## config.mk

```make
export PLATFORM = sky130hd
export DESIGN_NAME = component_counter_flat
export DESIGN_NICKNAME = d
export VERILOG_FILES = /design/src/rtl/dedekind_pkg.sv /design/src/rtl/component_counter_if.sv /design/src/rtl/hypercube_spread.sv /design/src/rtl/component_counter.sv /design/src/flat_wrapper.sv
export SDC_FILE = /design/constraint.sdc
export NUM_CORES = 1
export LEC_CHECK = 0
export CORE_MARGIN = 2
export CORE_UTILIZATION = 70
export CTS_BUF_LIST = sky130_fd_sc_hd__clkbuf_4 sky130_fd_sc_hd__clkbuf_8
export DETAILED_ROUTE_END_ITERATION = 10
export DONT_BUFFER_PORTS = 1
export PLACE_DENSITY_LB_ADDON = 0.12
export SLEW_MARGIN = 40
export SYNTH_ARGS = -nofsm -noshare
export SYNTH_HDL_FRONTEND = slang
export SYNTH_HIERARCHICAL = 1
export SYNTH_SLANG_ARGS = --single-unit
```

## constraint.sdc

```tcl
create_clock -name clk -period 7.6 [get_ports clk]
set_input_delay 1.52 -clock clk [delete_from_list [all_inputs] [get_ports clk]]
set_output_delay 1.52 -clock clk [all_outputs]
set_load 0.005 [all_outputs]
```

## src/rtl/dedekind_pkg.sv

```systemverilog
// Shared definitions for the Dedekind-number pipeline stages.
// Holds the hypercube dimension, the vertex count derived from it, and the
// state encoding used by the component counter.
package dedekind_pkg;

   localparam int DIMS       = 7;
   localparam int GRAPH_BITS = 1 << DIMS;

   typedef enum logic [1:0] {
      IDLE   = 2'd0,
      SEED   = 2'd1,
      EXPAND = 2'd2,
      DONE   = 2'd3
   } cc_state_e;

endpackage : dedekind_pkg

```

## src/rtl/component_counter_if.sv

```systemverilog
// Handshake bundle between the singleton-elimination stage, the component
// counter and the downstream term accumulator.
//   in_valid / in_ready       : graph + singleton count transfer
//   graphIn                   : vertex-present mask (GRAPH_BITS)
//   singletonCountIn          : singletons already removed upstream (DIMS-1)
//   out_valid / out_ready     : result transfer
//   componentCount            : total component count (DIMS)
// master = producer/consumer side, slave = component counter.
interface component_counter_if;
   import dedekind_pkg::*;

   logic                  in_valid;
   logic                  in_ready;
   logic [GRAPH_BITS-1:0] graphIn;
   logic [DIMS-2:0]       singletonCountIn;
   logic                  out_valid;
   logic                  out_ready;
   logic [DIMS-1:0]       componentCount;

   modport master (
      output in_valid, graphIn, singletonCountIn, out_ready,
      input  in_ready, out_valid, componentCount
   );

   modport slave (
      input  in_valid, graphIn, singletonCountIn, out_ready,
      output in_ready, out_valid, componentCount
   );

endinterface : component_counter_if

```

## src/rtl/hypercube_spread.sv

```systemverilog
// Combinational hypercube neighbour-OR.
//   mask   : input vertex set (GRAPH_BITS)
//   spread : bit i set iff any hypercube neighbour of vertex i is in mask
// Every index below is an elaboration-time constant, so this is pure wiring
// into one DIMS-input OR per vertex.
module hypercube_spread
   import dedekind_pkg::*;
(
   input  logic [GRAPH_BITS-1:0] mask,
   output logic [GRAPH_BITS-1:0] spread
);

   for (genvar i = 0; i < GRAPH_BITS; i++) begin : g_vertex
      logic [DIMS-1:0] nbr_s;
      for (genvar v = 0; v < DIMS; v++) begin : g_dim
         assign nbr_s[v] = mask[i ^ (1 << v)];
      end
      assign spread[i] = |nbr_s;
   end

endmodule : hypercube_spread

```

## src/rtl/component_counter.sv

```systemverilog
// Counts connected components of a singleton-stripped hypercube subgraph by
// repeated flood fill, then adds the upstream singleton count.
//   clk, rst_n : clock, asynchronous active-low reset
//   bus        : slave side of component_counter_if (valid/ready in and out)
// Each component: one SEED cycle picks the lowest remaining vertex, then
// EXPAND grows it one hop per cycle until it stops changing.
module component_counter
   import dedekind_pkg::*;
(
   input  logic                clk,
   input  logic                rst_n,
   component_counter_if.slave  bus
);

   localparam logic [DIMS-1:0]       CNT_ONE = {{(DIMS-1){1'b0}}, 1'b1};
   localparam logic [GRAPH_BITS-1:0] VEC_ONE = {{(GRAPH_BITS-1){1'b0}}, 1'b1};

   cc_state_e             state_r, state_nxt_s;
   logic [GRAPH_BITS-1:0] remaining_r, remaining_nxt_s;
   logic [GRAPH_BITS-1:0] frontier_r, frontier_nxt_s;
   logic [DIMS-1:0]       count_r, count_nxt_s;
   logic                  in_ready_r, out_valid_r;

   logic [GRAPH_BITS-1:0] spread_s;
   logic [GRAPH_BITS-1:0] grown_s;
   logic [GRAPH_BITS-1:0] lowbit_s;

   hypercube_spread u_spread (
      .mask   (frontier_r),
      .spread (spread_s)
   );

   assign grown_s  = (frontier_r | spread_s) & remaining_r;
   // x & -x isolates the lowest set bit.
   assign lowbit_s = remaining_r & (~remaining_r + VEC_ONE);

   assign bus.in_ready       = in_ready_r;
   assign bus.out_valid      = out_valid_r;
   // count_r is frozen while in DONE, so it doubles as the held result.
   assign bus.componentCount = count_r;

   // Next-state and datapath update decisions.
   always_comb begin
      state_nxt_s     = state_r;
      remaining_nxt_s = remaining_r;
      frontier_nxt_s  = frontier_r;
      count_nxt_s     = count_r;
      case (state_r)
         IDLE: begin
            if (bus.in_valid && in_ready_r) begin
               remaining_nxt_s = bus.graphIn;
               count_nxt_s     = {1'b0, bus.singletonCountIn};
               state_nxt_s     = SEED;
            end else begin
               state_nxt_s = IDLE;
            end
         end
         SEED: begin
            if (remaining_r == '0) begin
               state_nxt_s = DONE;
            end else begin
               frontier_nxt_s = lowbit_s;
               state_nxt_s    = EXPAND;
            end
         end
         EXPAND: begin
            if (grown_s == frontier_r) begin
               remaining_nxt_s = remaining_r & ~frontier_r;
               count_nxt_s     = count_r + CNT_ONE;
               state_nxt_s     = SEED;
            end else begin
               frontier_nxt_s = grown_s;
               state_nxt_s    = EXPAND;
            end
         end
         DONE: begin
            if (bus.out_ready) begin
               state_nxt_s = IDLE;
            end else begin
               state_nxt_s = DONE;
            end
         end
         default: begin
            state_nxt_s = IDLE;
         end
      endcase
   end

   // State, datapath and registered handshake outputs.
   always_ff @(posedge clk or negedge rst_n) begin
      if (!rst_n) begin
         state_r     <= IDLE;
         remaining_r <= '0;
         frontier_r  <= '0;
         count_r     <= '0;
         in_ready_r  <= 1'b1;
         out_valid_r <= 1'b0;
      end else begin
         state_r     <= state_nxt_s;
         remaining_r <= remaining_nxt_s;
         frontier_r  <= frontier_nxt_s;
         count_r     <= count_nxt_s;
         in_ready_r  <= (state_nxt_s == IDLE);
         out_valid_r <= (state_nxt_s == DONE);
      end
   end

endmodule : component_counter
```

## src/flat_wrapper.sv

```systemverilog
// flat-port wrapper written by rule: the top's interface ports become plain ports
module component_counter_flat import dedekind_pkg::*;
  (clk, rst_n, bus_in_valid, bus_graphIn, bus_singletonCountIn, bus_out_ready, bus_in_ready, bus_out_valid, bus_componentCount);
  component_counter_if bus_i ();
  input  logic clk;
  input  logic rst_n;
  input wire logic [$bits(bus_i.in_valid)-1:0] bus_in_valid;
  input wire logic [$bits(bus_i.graphIn)-1:0] bus_graphIn;
  input wire logic [$bits(bus_i.singletonCountIn)-1:0] bus_singletonCountIn;
  input wire logic [$bits(bus_i.out_ready)-1:0] bus_out_ready;
  output wire logic [$bits(bus_i.in_ready)-1:0] bus_in_ready;
  output wire logic [$bits(bus_i.out_valid)-1:0] bus_out_valid;
  output wire logic [$bits(bus_i.componentCount)-1:0] bus_componentCount;
  assign bus_i.in_valid = bus_in_valid;
  assign bus_i.graphIn = bus_graphIn;
  assign bus_i.singletonCountIn = bus_singletonCountIn;
  assign bus_i.out_ready = bus_out_ready;
  assign bus_in_ready = bus_i.in_ready;
  assign bus_out_valid = bus_i.out_valid;
  assign bus_componentCount = bus_i.componentCount;
  component_counter u_core (.clk(clk), .rst_n(rst_n), .bus(bus_i));
endmodule
```

==> impl_metrics.py, run 1 <==
metrics = {
    "placement": {
        "dp_hpwl_um": 58500,
        "place_ws_ps": 3010,
        "placement.io_buffers": 0,
        "gpl.final_weighted_congestion": 1.61,
        "post_detailed_placement_cell_area_um2": 17800,
    },
    "yosys": {
        "synthesis.area_per_instance_um2": 7.54,
        "synth-seq-area-share": 0.378,
        "syn-cell-area_um2": 17700,
        "synth_enable_flop_cells": 0,
        "ys.flop_type": "sky130_fd_sc_hd__dfrtp_1",
        "synth_cells": 2345,
        "post_synth_num_cell_types": 63,
        "yosys_warnings": 6,
        "synth_nets": 2484,
        "async_flop_share": 1.00,
        "postSynthRegisterBits": 267,
    },
    "clock_tree": {
        "cts-resized-gates": 0,
        "cts_inserted_buffers": 45,
        "cts-root-buf": "sky130_fd_sc_hd__clkbuf_8",
        "cts_hold_buffers": 0,
        "htree_num_levels": 2,
        "setup_fix_bufs_post_cts": 0,
        "clock-sinks": 267,
        "cts_max_path_buffers": 3,
    },
    "global_routing": {
        "global_route_congestion_overflow_total": 53,
        "via_count_of_the_first_global_routing_pass": 21900,
        "grt_first_pass_wirelength_um": 140000,
        "track_usage": 0.714,
        "largest_net_degree_at_the_start_of_global_routing": 268,
    },
    "run_status": {
        "outcome": "did not finish",
        "first-error": "[ERROR GRT-0116] Global routing finished with congestion. Check the congestion regions in the DRC Viewer.",
        "last-stage-reached": "global routing",
    },
    "die": {
        "rows": 58,
        "die_wd_um": 163,
        "initial_core_util": 0.708,
        "io_pins": 147,
        "die-height_um": 163,
    },
}
per-stage QoR:
step | util | instances | hold WS, ps
after CTS | 0.750 | 2643 | 573
after detailed placement | 0.713 | 2569 | 562
after global placement | 0.711 | 2568 | 544
after floorplan | - | 2345 | 511
Yosys cell counts, types with 43 or more instances:
| master | count | area (um2) |
|---|---|---|
| sky130_fd_sc_hd__nand2_1 | 358 | 1340 |
| sky130_fd_sc_hd__nor2_1 | 304 | 1140 |
| sky130_fd_sc_hd__dfrtp_1 | 266 | 6660 |
| sky130_fd_sc_hd__o21ai_0 | 242 | 1210 |
| sky130_fd_sc_hd__nor3_1 | 155 | 776 |
| sky130_fd_sc_hd__nand3_1 | 120 | 601 |
| sky130_fd_sc_hd__nand2b_1 | 104 | 651 |
| sky130_fd_sc_hd__a21oi_1 | 99 | 495 |
| sky130_fd_sc_hd__clkbuf_1 | 99 | 372 |
| sky130_fd_sc_hd__nand3b_1 | 96 | 721 |
| sky130_fd_sc_hd__a311oi_1 | 81 | 709 |
| sky130_fd_sc_hd__nor4_1 | 68 | 425 |
| sky130_fd_sc_hd__inv_1 | 43 | 161 |
cell families after synthesis:
family | count (synthesis) | synth area share
flops | 267 | 0.378
mux | 6 | 0.00361
compound gates | 554 | 0.196
buf+inv | 165 | 0.0377
fa+ha+maj | 1 | 0.000708
simple gates | 1352 | 0.384
layer usage:
layer | global-route usage | overflow
met1 | 0.751 | 7
met2 | 0.843 | 25
met3 | 0.616 | 1
met4 | 0.598 | 20
met5 | 0.292 | 0
==> run 2: changes to the inputs <==
CORE_UTILIZATION = 40   (was 70)
CTS_BUF_LIST = not set   (was sky130_fd_sc_hd__clkbuf_4 sky130_fd_sc_hd__clkbuf_8)
PLACE_DENSITY_LB_ADDON = 0.15   (was 0.12)
==> run 2 against run 1 <==
  * The flow now finishes, with violations (slew limit)
  * Synthesized cell count did not move
  * Synthesized area unchanged
==> impl_metrics.py, run 2 <==
metrics = {
    "critical_path": {
        "critical_path.max_fanout": 70,
        "worst_path_dominant_cell_family": "simple AND/OR/NAND/NOR gates",
        "worst_path_bufs_invs": 2,
        "cp_slowest_stage_delay_ps": 770,
        "timing_worst_setup_path_type": "flip-flop to flip-flop",
        "crit_path_top_delay_cell": "sky130_fd_sc_hd__or4_1",
        "crit_path_start_kind": "flip-flop",
        "worst-endpoint-arrival_ps": 5920,
        "critPathRequiredTime_ps": 8040,
        "crit_path_cell_trace": "or4_1, nor4_4, nand4_2, nor4_2, buf_4, nand3_1, nand2b_1, nand2b_4, buf_6, mux2_1",
        "critPathCaptureType": "flip-flop",
    },
    "sta": {
        "clock.fmax_mhz": 182,
        "tightestPinTransition_ps": 1570,
        "setup_viol": 0,
        "whs_ps": 567,
        "final.min_clock_period_ps": 5480,
        "final_min_period_over_clock_period": 0.721,
        "rsz0062_at_grt": "no",
        "hold_violations": 0,
        "fin_setup_tns_ps": 0,
        "remaining_max_slew_budget_at_the_tightest_pin": -0.0454,
        "timing.clock.skew_ps": 25.4,
        "finalMaxSlewViolations": 60,
    },
    "yosys": {
        "postSynthRegisterBits": 267,
        "synth_top_area_frac": 0.377,
        "synthesis.area_per_instance_um2": 7.54,
        "netlist.top_cell.by_area": "sky130_fd_sc_hd__dfrtp_1",
        "synth_cells": 2345,
        "async_flop_share": 1.00,
        "ys.flop_type": "sky130_fd_sc_hd__dfrtp_1",
        "syn-cell-area_um2": 17700,
        "synthTopCellsByArea": "sky130_fd_sc_hd__dfrtp_1 (38%), sky130_fd_sc_hd__nand2_1 (7.6%), sky130_fd_sc_hd__o21ai_0 (6.9%), sky130_fd_sc_hd__nor2_1 (6.5%), sky130_fd_sc_hd__nor3_1 (4.4%)",
        "yosys_warnings": 6,
        "synth-seq-area-share": 0.378,
        "synth_enable_flop_cells": 0,
        "synth.most_common_cell": "sky130_fd_sc_hd__nand2_1",
        "post_synth_most_frequent_cells": "sky130_fd_sc_hd__nand2_1 (358), sky130_fd_sc_hd__nor2_1 (304), sky130_fd_sc_hd__dfrtp_1 (266)",
        "post_synth_num_cell_types": 63,
        "synth_nets": 2484,
    },
    "clock_tree": {
        "cts.clk_slew.worst_paths_ps": 60,
        "cts_inserted_buffers": 34,
        "setup_fix_bufs_post_cts": 0,
        "htree_num_levels": 2,
        "cts_hold_buffers": 0,
        "cts-resized-gates": 0,
        "clock-sinks": 267,
        "cts-root-buf": "sky130_fd_sc_hd__clkbuf_16",
        "cts_tree": "done",
        "worstSkewPairLatency_ps": 570,
        "cts_max_path_buffers": 3,
    },
    "cells_and_area": {
        "fill_cells": 4610,
        "num-nets-final": 2427,
        "proportion_of_layout_cells_with_a_drive_suffix_above_1": 0.0553,
        "syn2layout_area_growth_pct": 9.96,
        "mostFrequentLayoutCell": "sky130_fd_sc_hd__nand2_1",
        "layout_common_cells": "sky130_fd_sc_hd__nand2_1 (356), sky130_fd_sc_hd__nor2_1 (304), sky130_fd_sc_hd__dfrtp_1 (261)",
    },
    "placement": {
        "dp_hpwl_um": 86300,
        "gpl.final_weighted_congestion": 1.16,
        "placement.io_buffers": 0,
    },
    "die": {
        "initial_core_util": 0.402,
        "die-height_um": 214,
        "die_area_um2": 45900,
        "io_pins": 147,
        "die_wd_um": 214,
        "rows": 77,
        "core_um2": 43900,
    },
    "detailed_routing": {
        "routed_wl_um": 118000,
        "route.met2.wl_um": 46600,
        "dr_total_vias": 21800,
        "drt_pre_antenna_iters": 7,
        "wl_met3_um": 17800,
        "route.detailed.drc": 0,
        "detail_route.vias_per_cell": 7.49,
        "wl_met1_um": 42900,
        "drtAntennaViolNets": 0,
        "routed.top_layer": "met5",
        "detail_route.wl_per_cell_um": 40.6,
        "detail_route.iter0.violations": 4147,
    },
    "global_routing": {
        "via_count_of_the_first_global_routing_pass": 20200,
        "track_usage": 0.504,
        "grt_first_pass_wirelength_um": 163000,
        "number_of_antenna_violations_at_the_first_check_in_global_routing": 7,
        "global_route_congestion_overflow_total": 0,
        "largest_net_degree_at_the_start_of_global_routing": 268,
    },
    "pwr": {
        "p_seq_frac": 0.396,
        "switchingPower_uw": 7010,
        "share_clk_of_total_power": 0.146,
        "power_density_nw_per_um2": 612,
        "power.switching_fraction": 0.590,
        "vdd.ir_drop.worst_mv": 0.350,
        "internal_power_uw": 4880,
        "power_frac_comb": 0.458,
        "total_leakage_power_uw": 0.00746,
    },
    "flow_run": {
        "maxCapViolCount": 0,
    },
    "run_status": {
        "failed_checks": "slew limit",
        "outcome": "finished, violations left",
    },
    "worst_hold_path": {
        "hold_path.class": "flip-flop to flip-flop",
    },
}
==> run 2: per-stage QoR <==
stage                     setup WS (ps)  total power (uW)  std cells  instance area [um2]  utilization
after CTS                          2490             11200       2905                19400        0.441
after detailed placement           2480              9460       2843                18200        0.415
after global placement             2300              9470       2843                18200        0.414
final                              2120             11900       2913                19400        0.442
after floorplan                    4620              6260       2345                17700            -
after global routing               2210             12000       2906                19400        0.442
==> run 2: final cells by class <==
class,count,area (um2),share of cell area
Clock inverter,11,136,0.00702
Inverter,43,161,0.00830
Clock buffer,51,1030,0.0529
Tap cell,592,741,0.0381
Multi-Input combinational cell,1913,10400,0.535
Timing Repair Buffer,29,268,0.0138
Antenna cell,7,17.5,0.000901
Sequential cell,267,6690,0.344
==> run 2: power by group through the flow <==
stage / combinational (uW) / sequential (uW) / clock (uW)
3_5_place_dp: 5040 / 4420 / 0
2_1_floorplan: 3250 / 3020 / 0
6_report: 5450 / 4700 / 1740
3_3_place_gp: 5020 / 4450 / 0
4_1_cts: 5060 / 4410 / 1750
5_1_grt: 5600 / 4540 / 1810
==> run 2: cells by family after synthesis <==
| family | share of synthesized area |
|---|---|
| AND/OR/NAND/NOR | 0.384 |
| AO/OA/AOI/OAI | 0.196 |
| flip-flops | 0.378 |
| buffers and inverters | 0.0377 |
| multiplexers | 0.00361 |
| adder cells (fa/ha/maj) | 0.000708 |
==> run 2: final timing paths <==
check	startpoint	endpoint	slack, ps	cells past startpoint
hold reg to reg	u_core/bus.componentCount[1]	u_core/bus.componentCount[1]	570	2
hold / removal	u_core/bus.componentCount[1]	u_core/bus.componentCount[1]	570	2
min in group asynchronous	rst_n	u_core/remaining_r[104]	650	0
setup / recovery	u_core/remaining_r[0]	u_core/frontier_r[58]	2120	10
setup reg to reg	u_core/remaining_r[0]	u_core/frontier_r[58]	2120	10
max in group asynchronous	rst_n	u_core/frontier_r[88]	5670	0
==> run 2: tightest hold or removal path, delay by kind of cell (launching register included) <==
kind	cells	cell delay, ps
simple gates	1	60
compound gates	1	70
flops	1	400
==> run 2: per-layer routing <==
layer | global-route usage | vias up
li1 | - | 8516
met3 | 0.207 | 576
met5 | 0.00625 | -
met4 | 0.351 | 8
met1 | 0.633 | 10500
met2 | 0.699 | 2206
No activity file was read; power rests on OpenSTA's default activity.
